`config.mk`:
```
export PLATFORM = sky130hd
export DESIGN_NAME = karatsuba_mult_scheduler
export DESIGN_NICKNAME = d
export VERILOG_FILES = /design/src/rtl/karatsuba_mult_scheduler_pkg.sv /design/src/rtl/rr_arbiter_n.sv /design/src/rtl/karatsuba_mult_scheduler.sv
export SDC_FILE = /design/constraint.sdc
export NUM_CORES = 1
export LEC_CHECK = 0
export CORE_AREA = 3 3 180 182
export CTS_CLUSTER_DIAMETER = 60
export CTS_CLUSTER_SIZE = 30
export DETAILED_ROUTE_END_ITERATION = 10
export DIE_AREA = 0 0 183 185
export GPL_ROUTABILITY_DRIVEN = 0
export GPL_TIMING_DRIVEN = 0
export SLEW_MARGIN = 25
export SYNTH_ARGS = -nofsm -noshare
export SYNTH_HDL_FRONTEND = slang
export SYNTH_HIERARCHICAL = 1
export SYNTH_SLANG_ARGS = --single-unit
```
`constraint.sdc`:
```
create_clock -name clk -period 4.8 [get_ports clk]
set_input_delay 0.96 -clock clk [delete_from_list [all_inputs] [get_ports clk]]
set_output_delay 0.96 -clock clk [all_outputs]
set_load 0.1 [all_outputs]
```
`src/rtl/karatsuba_mult_scheduler_pkg.sv`:
```
// karatsuba_mult_scheduler_pkg: shared state encoding, datapath widths and clog2 helper
package karatsuba_mult_scheduler_pkg;
   localparam int OP_W   = 32;
   localparam int PROD_W = 64;
   typedef enum logic [1:0] {IDLE = 2'd0, CLR = 2'd1, RUN = 2'd2, RESP = 2'd3} state_t;
   function automatic int clog2(input int v);
      int r;
      r = 0;
      while ((1 << r) < v) r = r + 1;
      return r;
   endfunction
endpackage

```
`src/rtl/rr_arbiter_n.sv`:
```
// rr_arbiter_n: combinational round-robin pick, first request scanning upward from ptr+1
module rr_arbiter_n
   import karatsuba_mult_scheduler_pkg::*;
#(
   parameter int NREQ = 4,
   parameter int ID_W = 2
) (
   input  logic [NREQ-1:0] req,
   input  logic [ID_W-1:0] ptr,
   output logic [NREQ-1:0] grant,
   output logic [ID_W-1:0] idx
);
   logic            found;
   logic [ID_W-1:0] k;
   always_comb begin
      grant = '0;
      idx   = '0;
      found = 1'b0;
      k     = '0;
      for (int i = 1; i <= NREQ; i++) begin
         k = ID_W'((int'(ptr) + i) % NREQ);
         if (!found && req[k]) begin
            found    = 1'b1;
            grant[k] = 1'b1;
            idx      = k;
         end
      end
   end
endmodule

```
`src/rtl/karatsuba_mult_scheduler.sv`:
```
// karatsuba_mult_scheduler: round-robin sharing of one iterative multiply engine with watchdog
module karatsuba_mult_scheduler
   import karatsuba_mult_scheduler_pkg::*;
#(
   parameter int NREQ    = 4,
   parameter int ID_W    = 2,
   parameter int TIMEOUT = 15
) (
   input  logic                 clk,
   input  logic                 rst,
   input  logic [NREQ-1:0]      req_valid,
   output logic [NREQ-1:0]      req_ready,
   input  logic [OP_W*NREQ-1:0] req_a,
   input  logic [OP_W*NREQ-1:0] req_b,
   output logic                 rsp_valid,
   input  logic                 rsp_ready,
   output logic [ID_W-1:0]      rsp_id,
   output logic [PROD_W-1:0]    rsp_data,
   output logic                 rsp_err,
   output logic                 eng_rst,
   output logic                 eng_en,
   output logic [OP_W-1:0]      eng_a,
   output logic [OP_W-1:0]      eng_b,
   input  logic                 eng_done,
   input  logic [PROD_W-1:0]    eng_c
);
   state_t              state, state_nx;
   logic [ID_W-1:0]     rr_ptr, id_q, win_idx;
   logic [NREQ-1:0]     grant;
   logic [OP_W-1:0]     a_q, b_q, a_sel, b_sel;
   logic [PROD_W-1:0]   data_q;
   logic                err_q, expire;
   logic [7:0]          cnt;

   rr_arbiter_n #(.NREQ(NREQ), .ID_W(ID_W)) u_arb (
      .req   (req_valid),
      .ptr   (rr_ptr),
      .grant (grant),
      .idx   (win_idx)
   );

   always_comb begin
      a_sel = '0;
      b_sel = '0;
      for (int i = 0; i < NREQ; i++) begin
         if (grant[i]) begin
            a_sel = req_a[i*OP_W +: OP_W];
            b_sel = req_b[i*OP_W +: OP_W];
         end
      end
   end

   assign expire = cnt == 8'(TIMEOUT - 1);

   always_comb begin
      state_nx  = state;
      req_ready = '0;
      eng_rst   = rst | (state == CLR);
      eng_en    = state == RUN;
      rsp_valid = state == RESP;
      case (state)
         IDLE: begin
            req_ready = grant;
            state_nx  = |grant ? CLR : IDLE;
         end
         CLR:     state_nx = RUN;
         RUN:     state_nx = (eng_done || expire) ? RESP : RUN;
         RESP:    state_nx = rsp_ready ? IDLE : RESP;
         default: state_nx = IDLE;
      endcase
   end

   always_ff @(posedge clk or posedge rst) begin
      if (rst) begin
         state  <= IDLE;
         rr_ptr <= ID_W'(NREQ - 1);
         a_q    <= '0;
         b_q    <= '0;
         id_q   <= '0;
         data_q <= '0;
         err_q  <= 1'b0;
         cnt    <= '0;
      end else begin
         state <= state_nx;
         if (state == IDLE && |grant) begin
            a_q    <= a_sel;
            b_q    <= b_sel;
            id_q   <= win_idx;
            rr_ptr <= win_idx;
         end
         if (state == CLR) cnt <= '0;
         // done takes priority over watchdog expiry in the same cycle
         if (state == RUN) begin
            cnt <= cnt + 8'd1;
            if (eng_done) begin
               data_q <= eng_c;
               err_q  <= 1'b0;
            end else if (expire) begin
               data_q <= '0;
               err_q  <= 1'b1;
            end
         end
      end
   end

   assign eng_a    = a_q;
   assign eng_b    = b_q;
   assign rsp_id   = id_q;
   assign rsp_data = data_q;
   assign rsp_err  = err_q;
endmodule

```
======== Word level (Yosys, flattened, before mapping) ========
Index checks and enable logic that the tools add are counted.
storage, ports and cells
  bits of input ports ..................... 328
  register bits after elaboration ......... 143
  output and inout port bits .............. 138
  word-level logic and storage cells ...... 92
operators by class
  reduce and logical (&&, ||, !) cells .... 17
  magnitude comparators ................... 8
  add/subtract/negate cells ............... 5
  bitwise operators ....................... 4
  eq/ne operators ......................... 4
  mux-type cells .......................... 46
operators by type and width
  cell                                                               count
  two-way mux 32 bit                                                 8
  two-way mux 64 bit                                                 2
  two-way mux 4 bit                                                  5
  two-way mux 8 bit                                                  2
  two-way mux 1 bit                                                  15
  < comparator 2 x 3 -> 1 bit, second input constant                 4
  bitwise OR 4 bit                                                   3
  two-way mux 2 bit                                                  5
  adder 8 x 1 -> 8 bit, second input constant                        1
  binary-select mux 1 bit (select 2 bit)                             4
  demux 1 bit (select 2 bit)                                         4
  equality test 8 x 4 -> 1 bit, second input constant                1
  greater-or-equal comparator 2 x 1 -> 1 bit, second input constant  4
  logical AND 1 bit                                                  8
  case mux 2 bit (4 select lines)                                    1
  adder 2 x 1 -> 2 bit, second input constant                        2
  adder 2 bit, second input constant                                 2
  equality test 2 bit, second input constant                         2
  nonzero test 2 bit                                                 2
  OR reduction 4 bit                                                 1
  logical NOT 1 bit                                                  3
  equality test 2 x 1 -> 1 bit, second input constant                1
  logical NOT 2 bit                                                  1
  AND reduction 2 bit                                                1
  2 further kinds                                                    2

======== Depth between registers and ports, before layout ========
Gate-level depths: netlist (run 1).
  depth after elaboration ................. 17
  depth in mapped cells ................... 12
  mapped depth without buffers ............ 9

======== By module ========
Netlist (run 1), hierarchy kept.
modules (own cells, without submodules)
  module                    seq. area each (µm²)  times used  cells an instance  area an instance (µm²)
  karatsuba_mult_scheduler  3580.9                1           730                6861.6
  rr_arbiter_n              0.0                   1           59                 490.5

======== Least setup slack after synthesis (run 1) ========
OpenSTA, ideal clock, no wires.
  path kind ............................... input port to output port
  from .................................... in req_valid[2]
  to ...................................... out req_ready[1]
  data arrival time ....................... 3472 ps
  path buffers ............................ 3
  path slack .............................. 368 ps
  stages on the path ...................... 7
  cells stage by stage .................... buf_6 > mux4_2 > a211oi_4 > a221o_1 > clkbuf_1 > clkbuf_1 > and2_1
on the way
  longest elaborated chain between the ends .. 13
  elaborated cells between the ends (all ways) .. 25
  those cells by class .................... mux: 16; bitwise: 3; reduce/logical: 6
ends and longest elaborated chain
  what                                     line                            RTL
  start: declaration                       karatsuba_mult_scheduler.sv:11  input logic [NREQ-1:0] req_valid,
  binary-select mux 1 bit (select 2 bit)   rr_arbiter_n.sv:22              if (!found && req[k]) begin
  two-way mux 1 bit (implied by the code)  rr_arbiter_n.sv:22
  two-way mux 1 bit                        rr_arbiter_n.sv:22
  logical NOT 1 bit                        rr_arbiter_n.sv:22
  logical AND 1 bit                        rr_arbiter_n.sv:22
  two-way mux 1 bit                        rr_arbiter_n.sv:22
  logical NOT 1 bit                        rr_arbiter_n.sv:22
  logical AND 1 bit                        rr_arbiter_n.sv:22
  two-way mux 1 bit                        rr_arbiter_n.sv:22
  logical NOT 1 bit                        rr_arbiter_n.sv:22
  logical AND 1 bit                        rr_arbiter_n.sv:22
  two-way mux 4 bit (*)                    rr_arbiter_n.sv:22
  via grant[1]                             karatsuba_mult_scheduler.sv:29  logic [NREQ-1:0] grant;
  two-way mux 4 bit (*)                    karatsuba_mult_scheduler.sv:61  case (state)
  end: declaration                         karatsuba_mult_scheduler.sv:12  output logic [NREQ-1:0] req_ready,
The timed path passes the listed nets; every way through them passes the cells marked *. The select of a mux whose other input is x is not followed.

======== Worst setup path after layout (run 1) ========
  from .................................... in req_valid[1]
  to ...................................... out req_ready[1]
The elaborated chain is that of the path after synthesis.

==> impl_metrics.yaml, run 1 <==
floorplan:
  die_w_um: 183
  dieArea_um2: 33860
  die_h_um: 185
  io_pins: 466
  initial_utilization_pct: 23.91
  row_count: 64
  coreArea_um2: 30750
timing:
  maxSlewViolCount: 0
  timing.fmax_mhz: 216.4
  fin_crit_ns: 4.621
  tightest_slew_ns: 1.127
  grt_setup_unrepaired: "false"
  slew_headroom_pct: 24.64
  finalCritPeriodShare_pct: 96.26
  hold_viol: 0
  setup_violations: 0
  finClkSkew_ns: 0.01248
placement:
  dp_hpwl_um: 29050
  dp_cells: 1649
  placed_cell_area_um2: 12510
  io_buffers: 463
outcome:
  status: "completed"
detailed_routing:
  first_iter_violations: 422
  viasPerCell: 4.960
  finalWirelength_um: 36700
  detail_route.wl_per_cell_um: 21.78
  detail-route-antenna-nets: 0
  drcViolationCount: 0
  vias: 8358
  dr.pass1.iters: 5
cts:
  cts.sinks: 143
  cts.htree.levels: 4
  clkTransAtPathRegs_ns: 0.07
  cts_tree: "built"
  clock_latency_ns: 0.42
  cts_root_buffer: "clkbuf_16"
  numCtsBuffers: 17
  clock_path_buffers: 2
final_layout:
  area.growth.synth_to_final_pct: 78.80
  final_layout_size_suffix_gt1_share_pct: 7.220
  fin_nets: 1617
  final_cell_area_um2: 13150
  fillers: 3037
  final_common_cell: "clkdlybuf4s50_1"
  stdcell_count: 1685
  final_cell_mix: "clkdlybuf4s50_1, nand2_1, dfrtp_1"
critical_path:
  reg2reg_to: "state[0]"
  cp.arrival_ns: 3.66
  cp-start-kind: "input port"
  r2r_slack_ns: 0.66
  end_kind: "primary output"
  slowest_stage: "mux4_2"
  worstPathRequired_ns: 3.84
  startpoint: "req_valid[1]"
  max_stage_delay_ns: 0.64
  crit_chain: "clkdlybuf4s50_1 > mux4_2 > a211oi_4 > a221o_2 > clkbuf_8 > clkbuf_4 > and2_1 > buf_4"
  endpoint: "req_ready[1]"
  worstPathMaxFanout: 10
  reg2reg_depth: 12
  critPathKind: "input port to primary output"
  r2r_start: "rr_ptr[0]"
synthesis:
  synth-edff-count: 0
  yosysWarnings: 6
  ys_types: 55
  synthCells: 789
  ys.flop_type: "dfrtp_1"
  synth-seq-cells: 143
  yosysSeqAreaShare_pct: 48.71
  synth_nets: 1131
  synth_area_per_cell_um2: 9.318
  async_flop_share_pct: 100.0
  syn_area_um2: 7352
grt:
  grt_max_degree: 88
  grt_pass1_wl_um: 53400
  overflow: 0
  grt_pass1_vias: 8537
  grtUsageTotal_pct: 20.71
  antenna_found_initial: 2
hold_path:
  hp-class: "register to register"
flow_run:
  cap_violations: 0
## sequential cells by signal, summed over array words and instances (netlist names)
register / cells
cnt: 8
eng_a: 32
eng_b: 32
rr_ptr: 2
rsp_data: 64
rsp_err: 1
rsp_id: 2
state: 2
## stage by stage
step                hold WS [ns]  worst slack [ns]  setup TNS [ns]  util [%]
detailed placement        0.4644            -1.507          -2.113     40.67
global placement          0.4587            -2.589         -365.49     40.59
CTS                       0.4830           0.03002               0     42.70
floorplan                 0.4904          0.005384               0         -
global route              0.5019         0.0002114               0     42.75
finish                    0.4799            0.1794               0     42.75
## Yosys cell counts (3+ instances only)
cell type	number	area, um^2
nor2_1	3	11.26
o22ai_1	63	394.1
o21ai_0	70	350.3
nand3_1	5	25.02
ha_1	14	175.2
nor2b_1	6	37.54
a221oi_1	64	560.5
o21ai_1	6	30.03
mux2i_1	4	40.04
inv_1	9	33.78
clkbuf_2	4	20.02
dfrtp_1	141	3528
and2_1	5	31.28
nand2_1	209	784.5
a221o_1	4	40.04
buf_2	15	75.07
clkbuf_1	48	180.2
o31ai_1	66	495.5
mux2_2	5	56.30
## how the worst min path moves through the flow
stage          depth (start not counted)       from  slack (ns)         to
2_1_floorplan                          1   state[1]        0.49   state[1]
3_5_place_dp                           2  eng_a[29]        0.46  eng_a[29]
4_1_cts                                2  eng_b[13]        0.48  eng_b[13]
5_1_grt                                2   eng_b[4]        0.50   eng_b[4]
3_3_place_gp                           2  eng_a[23]        0.46  eng_a[23]
6_report                               2  eng_b[13]        0.48  eng_b[13]
## final cells by class
cell class | instances | area, um^2 | share of cell area (%)
inverters | 11 | 48.80 | 0.3712
clock inverters | 15 | 190.2 | 1.447
plain buffers | 72 | 330.3 | 2.513
multi-input cells | 563 | 3415 | 25.98
clock buffers | 17 | 425.4 | 3.236
flip-flops and latches | 143 | 3581 | 27.24
repair buffers | 467 | 4657 | 35.43
diodes | 1 | 2.502 | 0.01904
well taps | 396 | 495.5 | 3.769
## routing by layer
metal	track usage, %	vias to the layer above	part of all wire, %
met4	5.332	0	1.8
met1	24.69	4015	39
met5	0	-	0
met2	37.23	394	51
li1	-	3916	-
met3	5.342	33	8.1
## cell families (layout without fill, tap and decap cells)
logic type	Yosys count	in the layout	synth area share (%)
compound gates	293	293	28.28
simple gates	245	245	13.84
flops	143	143	48.71
buf+inv	83	582	4.867
fa+ha+maj	14	14	2.383
mux	11	11	1.923
other cells	0	1	0
## timing repair
item                                    CTS  global route
resized for setup                        14             7
gates cloned                              0             0
hold buffers                              0             0
buffers inserted                          0             3
endpoints found under the setup margin    4             4
## worst max-delay path, delay by kind of cell
kind	cells	cell delay, ns
simple gates	1	0.15
buf+inv	4	1.31
compound gates	2	0.58
mux	1	0.64
Power of run 1 is left out: the tool's default activity adds up to more than one toggle a clock period on the data nets, which glitch-free logic cannot reach.
==> run 2, diff against run 1 <==
--- a/config.mk
+++ b/config.mk
@@ -12,7 +12,7 @@
 export DIE_AREA = 0 0 183 185
 export GPL_ROUTABILITY_DRIVEN = 0
 export GPL_TIMING_DRIVEN = 0
-export SLEW_MARGIN = 25
+export SLEW_MARGIN = 20
 export SYNTH_ARGS = -nofsm -noshare
 export SYNTH_HDL_FRONTEND = slang
 export SYNTH_HIERARCHICAL = 1
==> impl_metrics.yaml, run 2 (synthesis gave the netlist of run 1 again) <==
floorplan:
  dieArea_um2: 33860
  io_pins: 466
  row_count: 64
  coreArea_um2: 30750
  die_h_um: 185
  initial_utilization_pct: 23.91
  die_w_um: 183
critical_path:
  worstPathMaxFanout: 7
  reg2reg_to: "state[0]"
  reg2reg_depth: 12
  cp-start-kind: "input port"
  endpoint: "req_ready[2]"
  critPathKind: "input port to primary output"
  startpoint: "req_valid[1]"
  r2r_start: "rr_ptr[0]"
  cp.arrival_ns: 3.76
  r2r_slack_ns: 0.67
  end_kind: "primary output"
  worstPathRequired_ns: 3.84
grt:
  grt_max_degree: 88
  grt_pass1_vias: 8531
  grtUsageTotal_pct: 20.72
  antenna_found_initial: 2
  grt_pass1_wl_um: 53360
  overflow: 0
timing:
  finClkSkew_ns: 0.01349
  fin_ws_ns: 0.08355
  grt_setup_unrepaired: "false"
  tightest_slew_ns: 1.099
  hold_viol: 0
  maxSlewViolCount: 0
  whs_ns: 0.4789
  finalCritPeriodShare_pct: 98.26
  setup_violations: 0
  fin_crit_ns: 4.716
  timing.fmax_mhz: 212.0
  slew_headroom_pct: 26.51
final_layout:
  area.growth.synth_to_final_pct: 78.97
  final_common_cell: "clkdlybuf4s50_1"
  fin_nets: 1617
  final_cell_mix: "clkdlybuf4s50_1, nand2_1, dfrtp_1"
  final_layout_size_suffix_gt1_share_pct: 7.143
  largest_reg_flops: 64
placement:
  dp_hpwl_um: 29040
  pre_cts_ws_ns: -1.507
  io_buffers: 463
cts:
  clkTransAtPathRegs_ns: 0.07
  cts_root_buffer: "clkbuf_16"
  clock_latency_ns: 0.42
  cts_tree: "built"
  cts.htree.levels: 4
  clock_path_buffers: 2
  numCtsBuffers: 17
  cts.sinks: 143
hold_path:
  hp-class: "register to register"
  holdPathStages: 2
detailed_routing:
  finalWirelength_um: 36780
  detail-route-antenna-nets: 0
  dr.pass1.iters: 7
  viasPerCell: 4.978
  drcViolationCount: 0
  first_iter_violations: 413
  vias: 8388
  detail_route.wl_per_cell_um: 21.83
flow_run:
  cap_violations: 0
outcome:
  status: "completed"
[run 2: final cells by class]
| class | instances | area, um^2 |
|---|---|---|
| Inverter | 11 | 48.80 |
| Clock inverter | 15 | 190.2 |
| Buffer | 72 | 330.3 |
| Tap cell | 396 | 495.5 |
| Fill cell | 3038 | 17590 |
| Sequential cell | 143 | 3581 |
| Antenna cell | 1 | 2.502 |
| Clock buffer | 17 | 425.4 |
| Timing Repair Buffer | 467 | 4667 |
| Multi-Input combinational cell | 563 | 3417 |
[run 2: worst min-delay path by stage]
stage	start	endpoint	slack, ns
final	eng_b[13]	eng_b[13]	0.48
after global routing	eng_b[4]	eng_b[4]	0.50
after CTS	eng_b[13]	eng_b[13]	0.48
after detailed placement	eng_a[29]	eng_a[29]	0.46
after global placement	eng_a[23]	eng_a[23]	0.46
after floorplan	state[1]	state[1]	0.49
[run 2: stage by stage]
stage	setup TNS, ns	instances	utilization [%]	area [um^2]
after CTS	0	1681	42.72	13140
after global placement	-365.49	1648	40.59	12480
after detailed placement	-2.113	1649	40.69	12510
after floorplan	0	789	-	7352
final	0	1685	42.79	13160
after global routing	0	1685	42.79	13160
[run 2: critical path: stages]
cell and delay, ns:
clkdlybuf4s50_1 0.53, mux4_2 0.64, a211oi_4 0.27, a221o_1 0.35, and2_1 0.16, clkdlybuf4s15_1 0.83
[run 2: routing by layer]
metal / track usage (%) / part of all wire (%)
met5: 0 / 0
met4: 5.850 / 2.0
met3: 5.617 / 8.4
met2: 36.90 / 51
met1: 24.61 / 39
[run 2: what timing repair did]
item	in CTS	in global routing
setup buffers	0	3
gates resized for setup	14	7
hold buffers	0	0
pin swaps	0	0
endpoints found under the setup margin	4	4
Power of run 2 is left out for the same reason.
==> run 3, diff against run 2 <==
--- a/config.mk
+++ b/config.mk
@@ -6,12 +6,11 @@
 export NUM_CORES = 1
 export LEC_CHECK = 0
 export CORE_AREA = 3 3 180 182
-export CTS_CLUSTER_DIAMETER = 60
+export CTS_CLUSTER_DIAMETER = 30
 export CTS_CLUSTER_SIZE = 30
 export DETAILED_ROUTE_END_ITERATION = 10
 export DIE_AREA = 0 0 183 185
 export GPL_ROUTABILITY_DRIVEN = 0
-export GPL_TIMING_DRIVEN = 0
 export SLEW_MARGIN = 20
 export SYNTH_ARGS = -nofsm -noshare
 export SYNTH_HDL_FRONTEND = slang
==> impl_metrics.yaml, run 3 (synthesis gave the netlist of run 1 again) <==
detailed_routing:
  detail-route-antenna-nets: 0
  top_layer: "met5"
  finalWirelength_um: 34030
  first_iter_violations: 370
  dr.pass1.iters: 5
  wl_met2_um: 16580
  wl_met1_um: 13550
  detail_route.wl_per_cell_um: 20.89
  dr_wl_met3_um: 3100
  drcViolationCount: 0
  viasPerCell: 4.948
  vias: 8060
critical_path:
  crit_chain: "clkdlybuf4s50_1 > and3b_1 > a21oi_1 > o41ai_2 > a221o_1 > and2_1 > buf_12"
  r2r_start: "rr_ptr[0]"
  reg2reg_depth: 9
  cp.arrival_ns: 3.21
  cp-start-kind: "input port"
  max_stage_delay_ns: 0.65
  slowest_stage: "clkdlybuf4s50_1"
  worstPathMaxFanout: 9
  critPathKind: "input port to primary output"
  path_buf_inv: 2
  worstPathRequired_ns: 3.84
  reg2reg_to: "eng_b[23]"
  r2r_slack_ns: 0.80
  cp_top_family: "compound AO/OA/AOI/OAI gates"
  end_kind: "primary output"
timing:
  finClkSkew_ns: 0.01692
  setup_violations: 0
  timing.fmax_mhz: 239.6
  maxSlewViolCount: 0
  setup_tns_ns: 0
  grt_setup_unrepaired: "false"
  finalCritPeriodShare_pct: 86.95
  slew_headroom_pct: 22.36
  tightest_slew_ns: 1.161
  whs_ns: 0.4783
  fin_crit_ns: 4.174
  hold_viol: 0
cts:
  cts.sinks: 143
  cts_root_buffer: "clkbuf_16"
  numCtsBuffers: 17
  clock_path_buffers: 2
  cts.htree.levels: 4
  cts_tree: "built"
  cts_resized: 0
  cts_setup_buffers: 0
  clkTransAtPathRegs_ns: 0.08
  cts_hold_buf: 0
  clock_latency_ns: 0.42
final_layout:
  largest_reg_flops: 64
  multi_input_area_um2: 3430
  final_core_util_pct: 42.41
  area.growth.synth_to_final_pct: 77.38
  fillers: 3003
  fin_nets: 1559
  final_common_cell: "clkdlybuf4s50_1"
  final_cell_mix: "clkdlybuf4s50_1, nand2_1, dfrtp_1"
  final_layout_size_suffix_gt1_share_pct: 6.829
  regArea_um2: 3581
floorplan:
  row_count: 64
  coreArea_um2: 30750
  io_pins: 466
  die_w_um: 183
  die_h_um: 185
  initial_utilization_pct: 23.91
  dieArea_um2: 33860
grt:
  overflow: 0
  antenna_found_initial: 5
  grt_max_degree: 81
  grt_pass1_wl_um: 49480
  grtUsageTotal_pct: 18.94
  grt_pass1_vias: 7993
hold_path:
  holdPathStages: 2
  min_to: "eng_b[17]"
  hold_start: "eng_b[17]"
  hp-class: "register to register"
outcome:
  status: "completed"
placement:
  io_buffers: 465
  dp_hpwl_um: 25470
flow_run:
  cap_violations: 0
[run 3: metal layers]
| metal | global-route usage, % | vias to the layer above |
|---|---|---|
| li1 | - | 3797 |
| met1 | 23.59 | 3849 |
| met2 | 31.24 | 379 |
| met3 | 6.147 | 33 |
| met4 | 6.155 | 2 |
| met5 | 0 | - |
[run 3: per-stage QoR]
stage          cell area (um^2)  cells  setup WS [ns]
2_1_floorplan              7352    789       0.005384
3_3_place_gp              12410   1594         0.4827
3_5_place_dp              12410   1594         0.3351
4_1_cts                   13030   1626         0.6464
5_1_grt                   13040   1629         0.4655
6_report                  13040   1629         0.6264
[run 3: how the worst max path moves through the flow]
stage	start	endpoint	slack, ns	cells after the start
global placement	req_valid[3]	eng_b[25]	0.48	9
floorplan	rst	cnt[0]	0.005	1
detailed placement	req_valid[3]	eng_b[27]	0.34	9
global route	req_valid[3]	req_ready[0]	0.47	7
finish	req_valid[3]	req_ready[3]	0.63	7
CTS	req_valid[3]	req_ready[3]	0.65	7
[run 3: layout make-up]
type / instances / share of cell area [%]
Timing Repair Buffer: 481 / 37.28
Inverter: 11 / 0.3550
Clock inverter: 15 / 1.487
Tap cell: 396 / 3.799
Sequential cell: 143 / 27.46
Antenna cell: 3 / 0.05756
Clock buffer: 17 / 3.262
Multi-Input combinational cell: 563 / 26.30
[run 3: tightest hold or removal path, delay by kind of cell, from the launching register on]
family / cells / cell delay, ns
compound gates: 1 / 0.05
flops: 1 / 0.35
simple gates: 1 / 0.05
Power of run 3 is left out for the same reason.
